## src/rtl/imem_loader_pkg.sv

```systemverilog
// imem_loader_pkg: shared definitions for the instruction-memory boot loader.
//   state_t        - loader FSM states
//   HEADER_BYTES   - bytes in the big-endian word-count header
//   WORD_BYTES     - bytes per instruction word
//   CHECKSUM_INIT  - seed of the running XOR checksum
package imem_loader_pkg;

    typedef enum logic [2:0] {
        S_IDLE     = 3'd0,
        S_COUNT_HI = 3'd1,
        S_COUNT_LO = 3'd2,
        S_DATA     = 3'd3,
        S_CHECK    = 3'd4,
        S_DONE     = 3'd5,
        S_ERROR    = 3'd6
    } state_t;

    localparam int HEADER_BYTES = 2;
    localparam int WORD_BYTES = 4;
    localparam logic [7:0] CHECKSUM_INIT = 8'h00;

endpackage

```

## src/rtl/imem_loader_word_assembler.sv

```systemverilog
// word_assembler: packs stream bytes MSB first into 32-bit words.
//   clk, reset     - clock and synchronous active-high reset
//   clear          - restart of a load; drops any partial word
//   shift_en       - a data byte is accepted this cycle
//   byte_data      - the accepted byte
//   word_complete  - combinational pulse: this byte finishes a word
//   word           - the word including this byte, valid with word_complete
module word_assembler
    import imem_loader_pkg::*;
(
    input  logic        clk,
    input  logic        reset,
    input  logic        clear,
    input  logic        shift_en,
    input  logic [7:0]  byte_data,
    output logic        word_complete,
    output logic [31:0] word
);

    logic [31:0] shift_q;
    logic [1:0]  byte_cnt;

    // The word is presented in the same cycle as its last byte so the
    // parent can register the write strobe with exactly one cycle latency.
    assign word          = {shift_q[23:0], byte_data};
    assign word_complete = shift_en && (byte_cnt == 2'(WORD_BYTES - 1));

    always_ff @(posedge clk) begin
        if (reset || clear) begin
            shift_q  <= '0;
            byte_cnt <= '0;
        end else if (shift_en) begin
            shift_q  <= word;
            byte_cnt <= byte_cnt + 2'd1;
        end
    end

endmodule

```

## src/rtl/imem_loader.sv

```systemverilog
// imem_loader: boot-time writer for the instruction memory.
// Frame: count_hi, count_lo (word count N), 4*N data bytes (each word MSB
// first), one checksum byte; XOR of all frame bytes must be 0x00.
//   system_clock, reset           - clock, synchronous active-high reset
//   start                         - begin a load (honoured in IDLE/DONE/ERROR)
//   byte_valid, byte_data, byte_ready - input byte stream
//   mem_write_enable, mem_address, mem_write_data - memory write port
//   cpu_hold                      - processor stall, low only once DONE
//   busy                          - load in progress
//   length_error, checksum_error  - sticky until next start or reset
//   state_dbg                     - current FSM state for observation
// Handshake: a byte moves on a rising edge where byte_valid && byte_ready;
// byte_valid may drop at any time and the loader simply waits, byte_ready
// never depends on byte_valid and is high for every cycle spent in
// COUNT_HI, COUNT_LO, DATA and CHECK.
module imem_loader
    import imem_loader_pkg::*;
#(
    parameter int SIZE_EXP2 = 10
) (
    input  logic                 system_clock,
    input  logic                 reset,
    input  logic                 start,
    input  logic                 byte_valid,
    input  logic [7:0]           byte_data,
    output logic                 byte_ready,
    output logic                 mem_write_enable,
    output logic [SIZE_EXP2-1:0] mem_address,
    output logic [31:0]          mem_write_data,
    output logic                 cpu_hold,
    output logic                 busy,
    output logic                 length_error,
    output logic                 checksum_error,
    output state_t               state_dbg
);

    state_t         state, next_state;
    logic           transfer;
    logic           start_ok;
    logic [7:0]     count_hi;
    logic [15:0]    word_count;
    logic [15:0]    header_word;
    logic [SIZE_EXP2:0] word_idx;    // one extra bit so N = depth never wraps
    logic [7:0]     xor_acc;
    logic           word_complete;
    logic [31:0]    word_value;
    logic           last_word;
    logic           set_len_err;
    logic           set_cs_err;

    assign transfer    = byte_valid && byte_ready;
    assign start_ok    = start && ((state == S_IDLE) || (state == S_DONE) || (state == S_ERROR));
    assign header_word = {count_hi, byte_data};
    assign last_word   = word_complete && ((32'(word_idx) + 32'd1) == 32'(word_count));
    assign busy        = (state == S_COUNT_HI) || (state == S_COUNT_LO) ||
                         (state == S_DATA) || (state == S_CHECK);
    assign state_dbg   = state;

    word_assembler u_word_assembler (
        .clk           (system_clock),
        .reset         (reset),
        .clear         (start_ok),
        .shift_en      (transfer && (state == S_DATA)),
        .byte_data     (byte_data),
        .word_complete (word_complete),
        .word          (word_value)
    );

    always_ff @(posedge system_clock) begin
        if (reset) state <= S_IDLE;
        else       state <= next_state;
    end

    always_comb begin
        next_state  = state;
        set_len_err = 1'b0;
        set_cs_err  = 1'b0;
        case (state)
            S_IDLE, S_DONE, S_ERROR: if (start) next_state = S_COUNT_HI;
            S_COUNT_HI: if (transfer) next_state = S_COUNT_LO;
            S_COUNT_LO: begin
                if (transfer) begin
                    if (header_word == 16'd0) begin
                        next_state = S_CHECK;
                    end else if (32'(header_word) > (32'd1 << SIZE_EXP2)) begin
                        set_len_err = 1'b1;
                        next_state  = S_ERROR;
                    end else begin
                        next_state = S_DATA;
                    end
                end
            end
            S_DATA: if (last_word) next_state = S_CHECK;
            S_CHECK: begin
                if (transfer) begin
                    if ((xor_acc ^ byte_data) != 8'h00) begin
                        set_cs_err = 1'b1;
                        next_state = S_ERROR;
                    end else begin
                        next_state = S_DONE;
                    end
                end
            end
            default: next_state = S_IDLE;
        endcase
    end

    always_ff @(posedge system_clock) begin
        if (reset) begin
            byte_ready       <= 1'b0;
            mem_write_enable <= 1'b0;
            mem_address      <= '0;
            mem_write_data   <= '0;
            cpu_hold         <= 1'b1;
            length_error     <= 1'b0;
            checksum_error   <= 1'b0;
            count_hi         <= '0;
            word_count       <= '0;
            word_idx         <= '0;
            xor_acc          <= CHECKSUM_INIT;
        end else begin
            // Registered from next_state so it lines up with the state itself.
            byte_ready <= (next_state == S_COUNT_HI) || (next_state == S_COUNT_LO) ||
                          (next_state == S_DATA) || (next_state == S_CHECK);
            cpu_hold         <= (state != S_DONE);
            mem_write_enable <= word_complete;
            if (word_complete) begin
                mem_address    <= word_idx[SIZE_EXP2-1:0];
                mem_write_data <= word_value;
            end
            if (transfer && (state == S_COUNT_HI)) count_hi <= byte_data;
            if (transfer && (state == S_COUNT_LO)) word_count <= header_word;
            if (start_ok) begin
                word_idx       <= '0;
                xor_acc        <= CHECKSUM_INIT;
                length_error   <= 1'b0;
                checksum_error <= 1'b0;
            end else begin
                if (word_complete) word_idx <= word_idx + 1'b1;
                if (transfer)      xor_acc <= xor_acc ^ byte_data;
                if (set_len_err)   length_error <= 1'b1;
                if (set_cs_err)    checksum_error <= 1'b1;
            end
        end
    end

endmodule

```

## config.mk

```make
export PLATFORM = sky130hd
export DESIGN_NAME = imem_loader
export DESIGN_NICKNAME = d
export VERILOG_FILES = /design/src/rtl/imem_loader_pkg.sv /design/src/rtl/imem_loader_word_assembler.sv /design/src/rtl/imem_loader.sv
export SDC_FILE = /design/constraint.sdc
export NUM_CORES = 1
export LEC_CHECK = 0
export BUFFER_PORTS_ARGS = -buffer_cell sky130_fd_sc_hd__buf_2
export CAP_MARGIN = 40
export CORE_MARGIN = 3
export CORE_UTILIZATION = 62
export CTS_CLUSTER_SIZE = 40
export DETAILED_ROUTE_END_ITERATION = 7
export PLACE_DENSITY = 0.91
export SYNTH_ARGS = -nofsm -noshare
export SYNTH_HDL_FRONTEND = slang
export SYNTH_SLANG_ARGS = --single-unit
```

## constraint.sdc

```tcl
create_clock -name system_clock -period 3.5 [get_ports system_clock]
set_input_delay 0.7 -clock system_clock [delete_from_list [all_inputs] [get_ports system_clock]]
set_output_delay 0.7 -clock system_clock [all_outputs]
set_load 0.1 [all_outputs]
```

; Yosys cells after proc, flatten, opt, wreduce, memory -nomap -nowiden
; Index checks and enable logic that the tools add are counted.
[op_classes]
n_addsub = 3
magnitude_cmp = 1
n_eq_ne = 13
n_mux = 16
n_bitwise = 1
n_reduce_logical = 21
[op_table]
columns = operator, count
row1 = 2-to-1 mux 3 bit, 7
row2 = == test 12 x 16 -> 1 bit, 1
row3 = > comparator 16 x 11 -> 1 bit (second input constant), 1
row4 = logical NOT 16 bit, 1
row5 = case mux 3 bit (5 select lines), 1
row6 = adder 11 x 1 -> 12 bit (second input constant), 1
row7 = == test 3 x 2 -> 1 bit (second input constant), 4
row8 = == test 3 bit (second input constant), 4
row9 = adder 11 x 1 -> 11 bit (second input constant), 1
row10 = logical OR 1 bit, 9
row11 = nonzero test 8 bit, 1
row12 = bitwise XOR 8 bit, 1
row13 = logical AND 1 bit, 7
row14 = 2-to-1 mux 1 bit, 7
row15 = == test 3 x 1 -> 1 bit (second input constant), 2
row16 = logical NOT 3 bit, 1
row17 = inequality test 3 bit (second input constant), 1
row18 = OR reduction 3 bit, 1
row19 = adder 2 x 1 -> 2 bit (second input constant), 1
row20 = == test 2 bit (second input constant), 1
row21 = 2-to-1 mux 2 bit, 1
row22 = OR reduction 2 bit, 1
[word_totals]
reg_bits = 119
in_bits = 12
out_inout_bits = 51
wordCells = 69

; Depth between registers and ports, before layout
; Gate-level depths: netlist (run 1).
[depth]
ltp_word = 10
mapped_depth = 8
mapped_depth_nobuf = 7

; Modules after synthesis
; A second synthesis (run 1) with hierarchy kept.
[unflattened]
cells_unflattened = 544
area_unflattened_um2 = 5094.9
[by_module_without_submodules]
columns = mod, n_inst, cells_per_inst, area_each_um2, seq_area_each_um2
row1 = imem_loader, 1, 449, 4055.1, 1861.8
row2 = word_assembler, 1, 95, 1039.7, 520.5

; Worst setup path after synthesis (run 1)
; No wires, ideal clock.
[synth_timing]
kind = register to output
from = register state[0], in the netlist state_dbg[0]
to = output port busy
arrival_ns = 2.926
required_time_ns = 2.800
slack_ns = -0.126
path_stages_with_launch = 4
n_path_buf = 1
cell_sequence = dfxtp_1 > clkbuf_1 > nor2_1 > xnor2_1
[synth_via]
elab_chain_cells = 4
word_cells_on_any_way = 7
cone_classes = 4 x eq/ne / 3 x reduce/logical
[synth_lines]
columns = item, line
row1 = start: declaration, imem_loader.sv:37  ; state_t state, next_state;
row2 = start signal: assignment, imem_loader.sv:71  ; else state <= next_state;
row3 = == test 3 x 1 -> 1 bit or == test 3 x 2 -> 1 bit (tied branches), imem_loader.sv:55  ; assign busy = (state == S_COUNT_HI) || (state == S_COUNT_LO) ||
row4 = logical OR 1 bit (2 in series), imem_loader.sv:55
row5 = logical OR 1 bit *, imem_loader.sv:56  ; (state == S_DATA) || (state == S_CHECK);
row6 = end: declaration, imem_loader.sv:31  ; output logic busy,
; Mark *: on every way between the ends. The rest lies on a longest branch, timed or not.

; Worst setup path after layout (run 1)
[layout_timing]
from = register state[1], in the netlist state_dbg[1]
to = output port busy
; Same word-level chain as after synthesis.

==> reports/results.tsv, run 1 <==
metric	value	unit
h-tree-depth	4	
synthesis.nets	627	
drt-vias-per-instance	5.81	
die_area	9030	um^2
grt_antenna_before_repair	0	
max_freq	398	MHz
crit_family	flip-flops	
cp.required	2800	ps
clkTransAtPathRegs	60	ps
ctsHoldBuffers	0	
grt_pass1_vias	4207	
drtAntennaViolNets	0	
setup_viol	0	
place_inst	731	
synth_ff_type	dfxtp_1	
clkLatencyLatePin	530	ps
drv_slew	0	
ys_types	50	
ff_latch_area	2380	um^2
portBuffers	62	
syn_area	4910	um^2
start_util	65.7	%
fin_crit_sh	71.7	%
drt_iter0_drc	322	
overflow	0	
grt_use_total	27.9	%
place_congestion	0.877	
ioPinCount	63	
ys_async_sr_fraction	0	%
status	finished, final reports clean	
power_density	552	nW/um^2
dp_hpwl	7470	um
vdd_drop_max	0.473	mV
crit_fanout	11	
timing.setup.tns	0	ps
synth_mux_area_share	1.83	%
drc	0	
critPathSlowestCell	dfxtp_1	
wl_per_cell	16.0	um
cts_resized	0	
synth_compound_area_share	13.4	%
cp.arrival	1810	ps
grt_max_degree	53	
slew_headroom	35.6	%
path_class	flip-flop to output pin	
drt_wl_total	12200	um
cts_root_buf	clkbuf_8	
synth_top_family_by_area	simple AND/OR/NAND/NOR gates	
die_y	95.0	um
hold_viol	0	
finalCriticalPeriod	2510	ps
cts.sink_count	119	
vias	4433	
nNetsFinal	665	
synth_fa_ha_area_share	0.509	%
final_cells	763	
post_cts_buffers	0	
core_area	7490	um^2
syn-mean-instance-area	8.02	um^2
rsz0062_at_grt	false	
fillers	466	
path_cells	nor2_1, xnor2_2, buf_2	
hp-class	flip-flop to flip-flop	
cts_buffer_depth	2	
area_delta_synth_final	17.7	%
maxCapViolCount	0	
grt_pass1_wl	19500	um
cts_buffers	17	
tightest_slew	964	ps
path_buf_inv	1	
synthCells	613	
synthSimpleGateAreaFrac	24.1	%
ys_ff_latch	119	
synth-xor-area-share	7.59	%
leakagePower	2.13	nW
endpoint_kind	output pin	
critical_path.startpoint_type	flip-flop	
multi_input_comb_area	2340	um^2
yosysWarnings	0	
num_rows	31	
die_width	95.0	um
skew	7.05	ps
drive_above_1_share	17.0	%
ys_seq_area_share	48.5	%
cts_tree	yes	
diodes	0	
max_stage_delay	540	ps
synth-edff-count	0	
drt_first_pass_iters	5	
==> tightest hold or removal path: stages (launching register included) <==
cell,delay (ps)
dfxtp_1,310
nand2_1,50
a21oi_1,50
==> metrics by stage <==
stage | setup slack (ps) | hold WS [ps] | instance area, um^2 | power (W) | utilization (%)
CTS | 997 | 453 | 5790 | 0.00319 | 77.3
detailed placement | 967 | 445 | 5210 | 0.00156 | 69.6
global placement | 1050 | 441 | 5210 | 0.00155 | 69.6
floorplan | 508 | 432 | 4920 | 0.00153 | -
global route | 905 | 462 | 5790 | 0.00327 | 77.3
finish | 990 | 451 | 5790 | 0.00320 | 77.3
==> cell usage in the layout (no fill, tap or decap), types with 2 or more instances in the layout <==
cell type	n
nor2_1	42
bufinv_16	2
nand4_1	4
clkbuf_8	3
buf_2	62
o21ai_0	3
nor2b_1	2
nor3b_1	2
nor3_1	4
clkinvlp_4	7
nand3b_1	5
a211oi_1	2
a31oi_1	3
nand3_1	7
a21oi_1	90
a21o_1	3
dfxtp_1	119
nand2b_1	4
or2_2	3
and2_1	2
xnor2_1	15
clkinv_2	3
nand2_1	184
xor2_1	24
nor4_1	7
and3_1	2
mux2i_1	9
buf_4	7
clkbuf_16	16
ha_1	2
==> Yosys cell counts, types with 3 or more instances <==
cell,n,area [um^2]
a31oi_1,3,18.8
a21o_1,3,22.5
buf_2,9,45.0
dfxtp_1,119,2380
nor2_1,42,158
nand3b_1,5,37.5
clkbuf_1,37,139
nand2b_1,4,25.0
nor3_1,4,20.0
or2_2,3,18.8
a21oi_1,90,450
nand4_1,4,25.0
xor2_1,24,210
buf_1,3,11.3
nor4_1,7,43.8
nand2_1,184,691
nand3_1,8,40.0
o21ai_0,3,15.0
xnor2_1,16,140
mux2i_1,9,90.1
==> flip-flops by register name, indices dropped and copies added, names as in the netlist <==
| name | flops |
|---|---|
| state_dbg | 3 |
| mem_address | 10 |
| mem_write_data | 32 |
| u_word_assembler.byte_cnt | 2 |
| cpu_hold | 1 |
| u_word_assembler.shift_q | 24 |
| word_count | 16 |
| byte_ready | 1 |
| length_error | 1 |
| mem_write_enable | 1 |
| checksum_error | 1 |
| word_idx | 11 |
| count_hi | 8 |
| xor_acc | 8 |
==> layout make-up <==
class	instances	area share (%)
Multi-Input combinational cell	443	40.5
Clock inverter	12	2.21
Clock buffer	20	7.70
Tap cell	99	2.14
Sequential cell	119	41.2
Inverter	1	0.0649
Timing Repair Buffer	69	6.27
==> path summary, 6_finish.rpt <==
| path | slack (ps) | from | end | cells after the start |
|---|---|---|---|---|
| worst max-delay path | 990 | state_dbg[1] | busy | 3 |
| worst min register to register | 450 | u_word_assembler.shift_q[19] | mem_write_data[27] | 2 |
| worst max register to register | 1110 | word_idx[0] | byte_ready | 7 |
| worst min-delay path | 450 | u_word_assembler.shift_q[19] | mem_write_data[27] | 2 |
==> cell families after synthesis <==
| logic type | count (synthesis) |
|---|---|
| simple gates | 277 |
| fa+ha+maj | 2 |
| buf+inv | 51 |
| flops | 119 |
| mux | 9 |
| xor+xnor | 41 |
| compound gates | 114 |
==> where the power goes <==
| group | internal [W] | leakage [nW] | switching [W] | total [W] |
|---|---|---|---|---|
| combinational | 0.0000389 | 0.908 | 0.000117 | 0.000156 |
| clock | 0.00104 | 0.261 | 0.000618 | 0.00166 |
| sequential | 0.00137 | 0.959 | 0.0000130 | 0.00138 |
| total | 0.00245 | 2.13 | 0.000748 | 0.00320 |
==> routing by layer <==
metal | wire length (um) | GRT usage (%)
met5 | 0 | 0
met4 | 300 | 10.7
met3 | 931 | 8.68
met2 | 6050 | 45.6
met1 | 4890 | 34.6
Note: power is estimated with default switching activity, not from simulation.
==> inputs of run 2 (changes only) <==
--- a/config.mk
+++ b/config.mk
@@ -8,10 +8,10 @@
 export BUFFER_PORTS_ARGS = -buffer_cell sky130_fd_sc_hd__buf_2
 export CAP_MARGIN = 40
 export CORE_MARGIN = 3
-export CORE_UTILIZATION = 62
+export CORE_UTILIZATION = 52
 export CTS_CLUSTER_SIZE = 40
 export DETAILED_ROUTE_END_ITERATION = 7
-export PLACE_DENSITY = 0.91
+export PLACE_DENSITY = 0.82
 export SYNTH_ARGS = -nofsm -noshare
 export SYNTH_HDL_FRONTEND = slang
 export SYNTH_SLANG_ARGS = --single-unit
==> constraint.sdc (replaced) <==
create_clock -name system_clock -period 2.25 [get_ports system_clock]
set_input_delay 0.45 -clock system_clock [delete_from_list [all_inputs] [get_ports system_clock]]
set_output_delay 0.45 -clock system_clock [all_outputs]
set_load 0.1 [all_outputs]
==> run 2 against run 1 <==
  * Wire length increased by 2.6%
  * Count of clock-buffer cells in the layout fell by 3
  * Via count decreased by 0.72%
  * Critical path depth is 3 higher
  * Clock skew up 2.1 ps
  * Combinational power is 64% higher
  * Critical endpoint is now byte_ready
  * Largest cell class unchanged
  * Hold slack worse by 210 ps
  * Worst setup slack worse by 920 ps
  * Final cell count rose by 2.2%
==> reports/results.tsv, run 2 (synthesized netlist as in run 1, its figures left out) <==
metric	value	unit	change
cts_buffers	17		unchanged
hold-path-endpoint	mem_write_data[0]		
die_area	10700	um^2	+18%
vdd_drop_max	0.530	mV	+12%
path_class	flip-flop to flip-flop		
cts_buffer_depth	2		unchanged
maxCapViolCount	0		unchanged
clkTransAtPathRegs	60	ps	about the same
diodes	0		unchanged
rr_endpoint	byte_ready		
rsz0062_at_grt	false		
drt-vias-per-instance	5.64		-2.9%
r2r_cells	6		-1
cts_tree	yes		
portBuffers	62		unchanged
final_cell_mix	nand2_1 (184), dfxtp_1 (114), a21oi_1 (90), buf_2 (61), nor2_1 (41)		
cts_root_buf	clkbuf_8		
grt_pass1_wl	20000	um	+2.6%
place_inst	746		+2.1%
total_power	0.00516	W	+61%
hp-start	byte_data[0]		
fin_crit_sh	96.9	%	
ioPinCount	63		unchanged
detailed_place.area	5300	um^2	+1.7%
die_width	103	um	+8.6%
wl_per_cell	16.0	um	+0.35%
power_density	868	nW/um^2	+57%
cp.required	2690	ps	-110 ps
regMostFlops	mem_write_data		
area_delta_synth_final	21.0	%	
clkLatencyLatePin	520	ps	about the same
grt_max_degree	46		-13%
overflow	0		unchanged
nNetsFinal	673		+1.2%
status	finished, final reports clean		
slew_headroom	66.0	%	+30 points
drv_slew	0		unchanged
skew	9.20	ps	+2.15 ps
hp-class	input port to flip-flop		
drive_above_1_share	19.6	%	+2.6 points
final_util	66.6	%	-11 points
leakagePower	2.22	nW	+4.2%
fin_area	5950	um^2	+2.8%
endpoint_kind	flip-flop		
die_y	103	um	+8.6%
drc	0		unchanged
top_regs	mem_write_data: 32 flops, u_word_assembler.shift_q: 24 flops, word_count: 16 flops		
num_rows	34		+9.7%
cp.arrival	2620	ps	+810 ps
drt_wl_total	12500	um	+2.6%
crit_fanout	8		-3
max_freq	459	MHz	
highest_layer	met4		
critical_path.startpoint_type	flip-flop		
grt_antenna_before_repair	0		unchanged
vias	4401		-0.72%
core_area	8930	um^2	+19%
grt_use_total	24.2	%	-3.7 points
tightest_slew	513	ps	-451 ps
drtAntennaViolNets	0		unchanged
start_util	55.0	%	-11 points
regToRegSetupSlack	70	ps	-1040 ps
place_congestion	0.905		+3.2%
final_cells	780		+2.2%
min_delay_path_depth	3		+1
r2r-start	word_idx[3]		
h-tree-depth	4		unchanged
drt_iter0_drc	270		-16%
cts.sink_count	119		unchanged
dr_wl_met3	847	um	-9.0%
setup_viol	0		unchanged
finalCriticalPeriod	2180	ps	
timing.setup.tns	0	ps	unchanged
layout_commonest_cell	nand2_1		
drt_first_pass_iters	5		unchanged
dp_hpwl	8100	um	+8.5%
grt_pass1_vias	4176		-0.74%
wl_met2	6040	um	-0.30%
hold_viol	0		unchanged
largest_reg_flops	32		unchanged
met1Wirelength	5210	um	+6.6%
-- run 2: cell count changes in the layout (fill, tap and decap cells not counted), moves of 3 or more --
cell        delta
buf_4          +8
clkinv_4       +5
clkinvlp_4     -7
dfxtp_1        -5
dfxtp_2        +4
inv_6          +3
-- run 2: worst max-delay path by stage --
| stage | startpoint | end |
|---|---|---|
| after detailed placement | word_idx[1] | byte_ready |
| after global placement | byte_data[0] | byte_ready |
| after global routing | word_idx[3] | byte_ready |
| final | word_idx[3] | byte_ready |
| after floorplan | state_dbg[1] | byte_ready |
| after CTS | word_idx[1] | byte_ready |
-- run 2: per-layer routing --
layer | vias to the layer above | track usage, %
met5 | - | 0
met4 | 0 | 11.5
met3 | 38 | 6.64
met2 | 202 | 38.6
met1 | 2053 | 30.5
li1 | 2108 | -
-- run 2: worst max-delay path, stage by stage, from the launching register on --
cell and delay, ps:
dfxtp_1 530, nand2_1 130, or3_4 410, a2111oi_4 380, o2111ai_2 210, o21ai_2 220, mux2i_1 210
-- run 2: where the power goes --
| part | leakage (nW) | internal (W) | switching [W] |
|---|---|---|---|
| clock | 0.301 | 0.00172 | 0.00105 |
| combinational | 0.955 | 0.0000730 | 0.000183 |
| sequential | 0.961 | 0.00212 | 0.0000201 |
-- run 2: stage by stage --
stage	hold WS, ps	worst slack [ps]
after CTS	228	28.6
after global routing	243	0.452
after detailed placement	443	96.7
final	240	70.3
after global placement	440	216
after floorplan	432	38.6
-- run 2: layout make-up --
type / instances / area [um^2]
Sequential cell: 119 / 2390
Clock inverter: 15 / 193
Clock buffer: 17 / 414
Timing Repair Buffer: 77 / 438
Fill cell: 682 / 2990
Multi-Input combinational cell: 443 / 2370
Tap cell: 108 / 135
Inverter: 1 / 3.75
-- run 2: repair_timing --
item                       4_1_cts  5_1_grt
setup buffers                    0        2
setup endpoints to repair        1        5
hold buffers                     0        0
resized for setup                1        6
pin swaps                        0        1
==> inputs of run 3 (changes only) <==
--- a/config.mk
+++ b/config.mk
@@ -7,7 +7,6 @@
 export LEC_CHECK = 0
 export BUFFER_PORTS_ARGS = -buffer_cell sky130_fd_sc_hd__buf_2
 export CAP_MARGIN = 40
-export CORE_MARGIN = 3
 export CORE_UTILIZATION = 52
 export CTS_CLUSTER_SIZE = 40
 export DETAILED_ROUTE_END_ITERATION = 7
==> run 3 against run 2 <==
  * Maximum frequency increased by 2.9%
  * First-iteration DRC count decreased by 12%
  * Critical path depth decreased by 3
  * Die area decreased by 7.6%
  * Power decreased by 2.5%
  * Via count decreased by 2.4%
  * Clock skew about the same
  * Sequential power about the same
  * Wire length decreased by 6.2%
  * Count of clock-buffer cells in the layout unchanged
  * Critical endpoint is now busy
==> reports/results.tsv, run 3 (synthesized netlist as in run 1, its figures left out) <==
metric	value	unit	change
drv_slew	0		unchanged
clkLatencyLatePin	510	ps	about the same
place_congestion	0.921		+1.9%
maxCapViolCount	0		unchanged
start_util	53.4	%	-1.6 points
grt_pass1_wl	19200	um	-3.9%
cp.required	1800	ps	-890 ps
cts_buffers	17		unchanged
drive_above_1_share	19.5	%	-0.18 points
detailed_place.area	5320	um^2	+0.26%
cts_root_buf	clkbuf_8		
top_regs	mem_write_data: 32 flops, u_word_assembler.shift_q: 24 flops, word_count: 16 flops		
cts_buffer_depth	2		unchanged
grt_max_degree	47		+2.2%
path_class	flip-flop to output pin		
wl_per_cell	14.9	um	-6.7%
crit_fanout	12		+4
fin_area	5910	um^2	-0.63%
die_width	99.2	um	-3.9%
drc	0		unchanged
fillers	715		+4.8%
cp.arrival	1670	ps	-950 ps
cts_tree	yes		
drt_iter0_drc	238		-12%
portBuffers	62		unchanged
hp-class	input port to flip-flop		
largest_reg_flops	32		unchanged
multi_input_comb_area	2360	um^2	-0.53%
max_freq	472	MHz	+2.9%
endpoint_kind	output pin		
rsz0062_at_grt	false		
vias	4296		-2.4%
grt_antenna_before_repair	0		unchanged
grt_use_total	24.8	%	+0.60 points
cts.sink_count	119		unchanged
drt-vias-per-instance	5.48		-2.9%
power_density	852	nW/um^2	-1.9%
leakagePower	2.19	nW	-1.0%
num_rows	35		+2.9%
post_cts_buffers	0		unchanged
layout_commonest_cell	nand2_1		
overflow	0		unchanged
finalCriticalPeriod	2120	ps	-62.3 ps
fin_crit_sh	94.1	%	-2.8 points
setup_viol	0		unchanged
status	finished, final reports clean		
area_delta_synth_final	20.2	%	
final_cell_mix	nand2_1 (184), dfxtp_1 (113), a21oi_1 (90), buf_2 (61), nor2_1 (42)		
dp_hpwl	7940	um	-2.0%
diodes	0		unchanged
die_y	99.2	um	-3.9%
drt_first_pass_iters	5		unchanged
core_area	9200	um^2	+2.9%
h-tree-depth	4		unchanged
slew_headroom	65.3	%	-0.71 points
die_area	9840	um^2	-7.6%
regMostFlops	mem_write_data		
vdd_drop_max	0.582	mV	+10%
critical_path.startpoint_type	flip-flop		
timing.setup.tns	0	ps	unchanged
ff_latch_area	2390	um^2	about the same
tightest_slew	524	ps	+10.8 ps
drtAntennaViolNets	0		unchanged
nNetsFinal	674		+0.15%
ioPinCount	63		unchanged
clkTransAtPathRegs	60	ps	about the same
grt_pass1_vias	4047		-3.1%
skew	9.36	ps	+0.164 ps
hold_viol	0		unchanged
drt_wl_total	11700	um	-6.2%
## run 3: changes by cell type in the layout (fill, tap and decap cells not counted), moves of 2 or more
cell,previous run,this run
clkinv_4,5,1
clkinvlp_4,0,3
buf_4,15,17
inv_6,3,5
nand3_1,5,7
nand3_2,3,1
## run 3: final timing paths
path                                          end  slack [ps]      startpoint  depth (start not counted)
worst max-delay path                         busy         130    state_dbg[0]                          3
worst min-delay path            mem_write_data[2]         240    byte_data[2]                          3
worst max register to register         byte_ready         130     word_idx[2]                          6
worst min register to register     mem_address[8]         450  mem_address[8]                          2
## run 3: final cells by class
| class | instances | area share (%) |
|---|---|---|
| clock buffers | 17 | 7.01 |
| clock inverters | 15 | 2.84 |
| inverters | 1 | 0.0635 |
| multi-input cells | 443 | 39.9 |
| flip-flops and latches | 119 | 40.5 |
| well taps | 111 | 2.35 |
| repair buffers | 78 | 7.33 |
## run 3: worst max-delay path, stage by stage, from the launching register on
cell,delay (ps)
dfxtp_2,380
nor2_1,330
xnor2_4,150
buf_4,300
## run 3: metrics by stage
stage                     hold WS (ps)  instances  util, %  setup slack (ps)  total power, W
after floorplan                    432        613        -              38.6         0.00238
after CTS                          234        784     64.1              77.7         0.00504
final                              245        784     64.3               133         0.00503
after global placement             440        752     57.8               194         0.00243
after detailed placement           443        752     57.8               127         0.00243
after global routing               257        784     64.3              3.74         0.00517
## run 3: what timing repair did
action	4_1_cts	5_1_grt
gates resized for setup	1	4
setup endpoints to repair	1	3
hold buffers	0	0
## run 3: routing by layer
metal | up-vias | wire (um) | GRT usage [%]
li1 | 2114 | - | -
met1 | 2007 | 5260 | 31.9
met2 | 150 | 5630 | 39.7
met3 | 25 | 543 | 5.62
met4 | 0 | 286 | 11.3
met5 | - | 0 | 0
## run 3: power breakdown
group | leakage (nW) | total, W | internal, W | switching, W
clock network | 0.280 | 0.00264 | 0.00160 | 0.00104
registers | 0.962 | 0.00214 | 0.00212 | 0.0000196
logic | 0.953 | 0.000248 | 0.0000682 | 0.000180
total | 2.19 | 0.00503 | 0.00379 | 0.00124
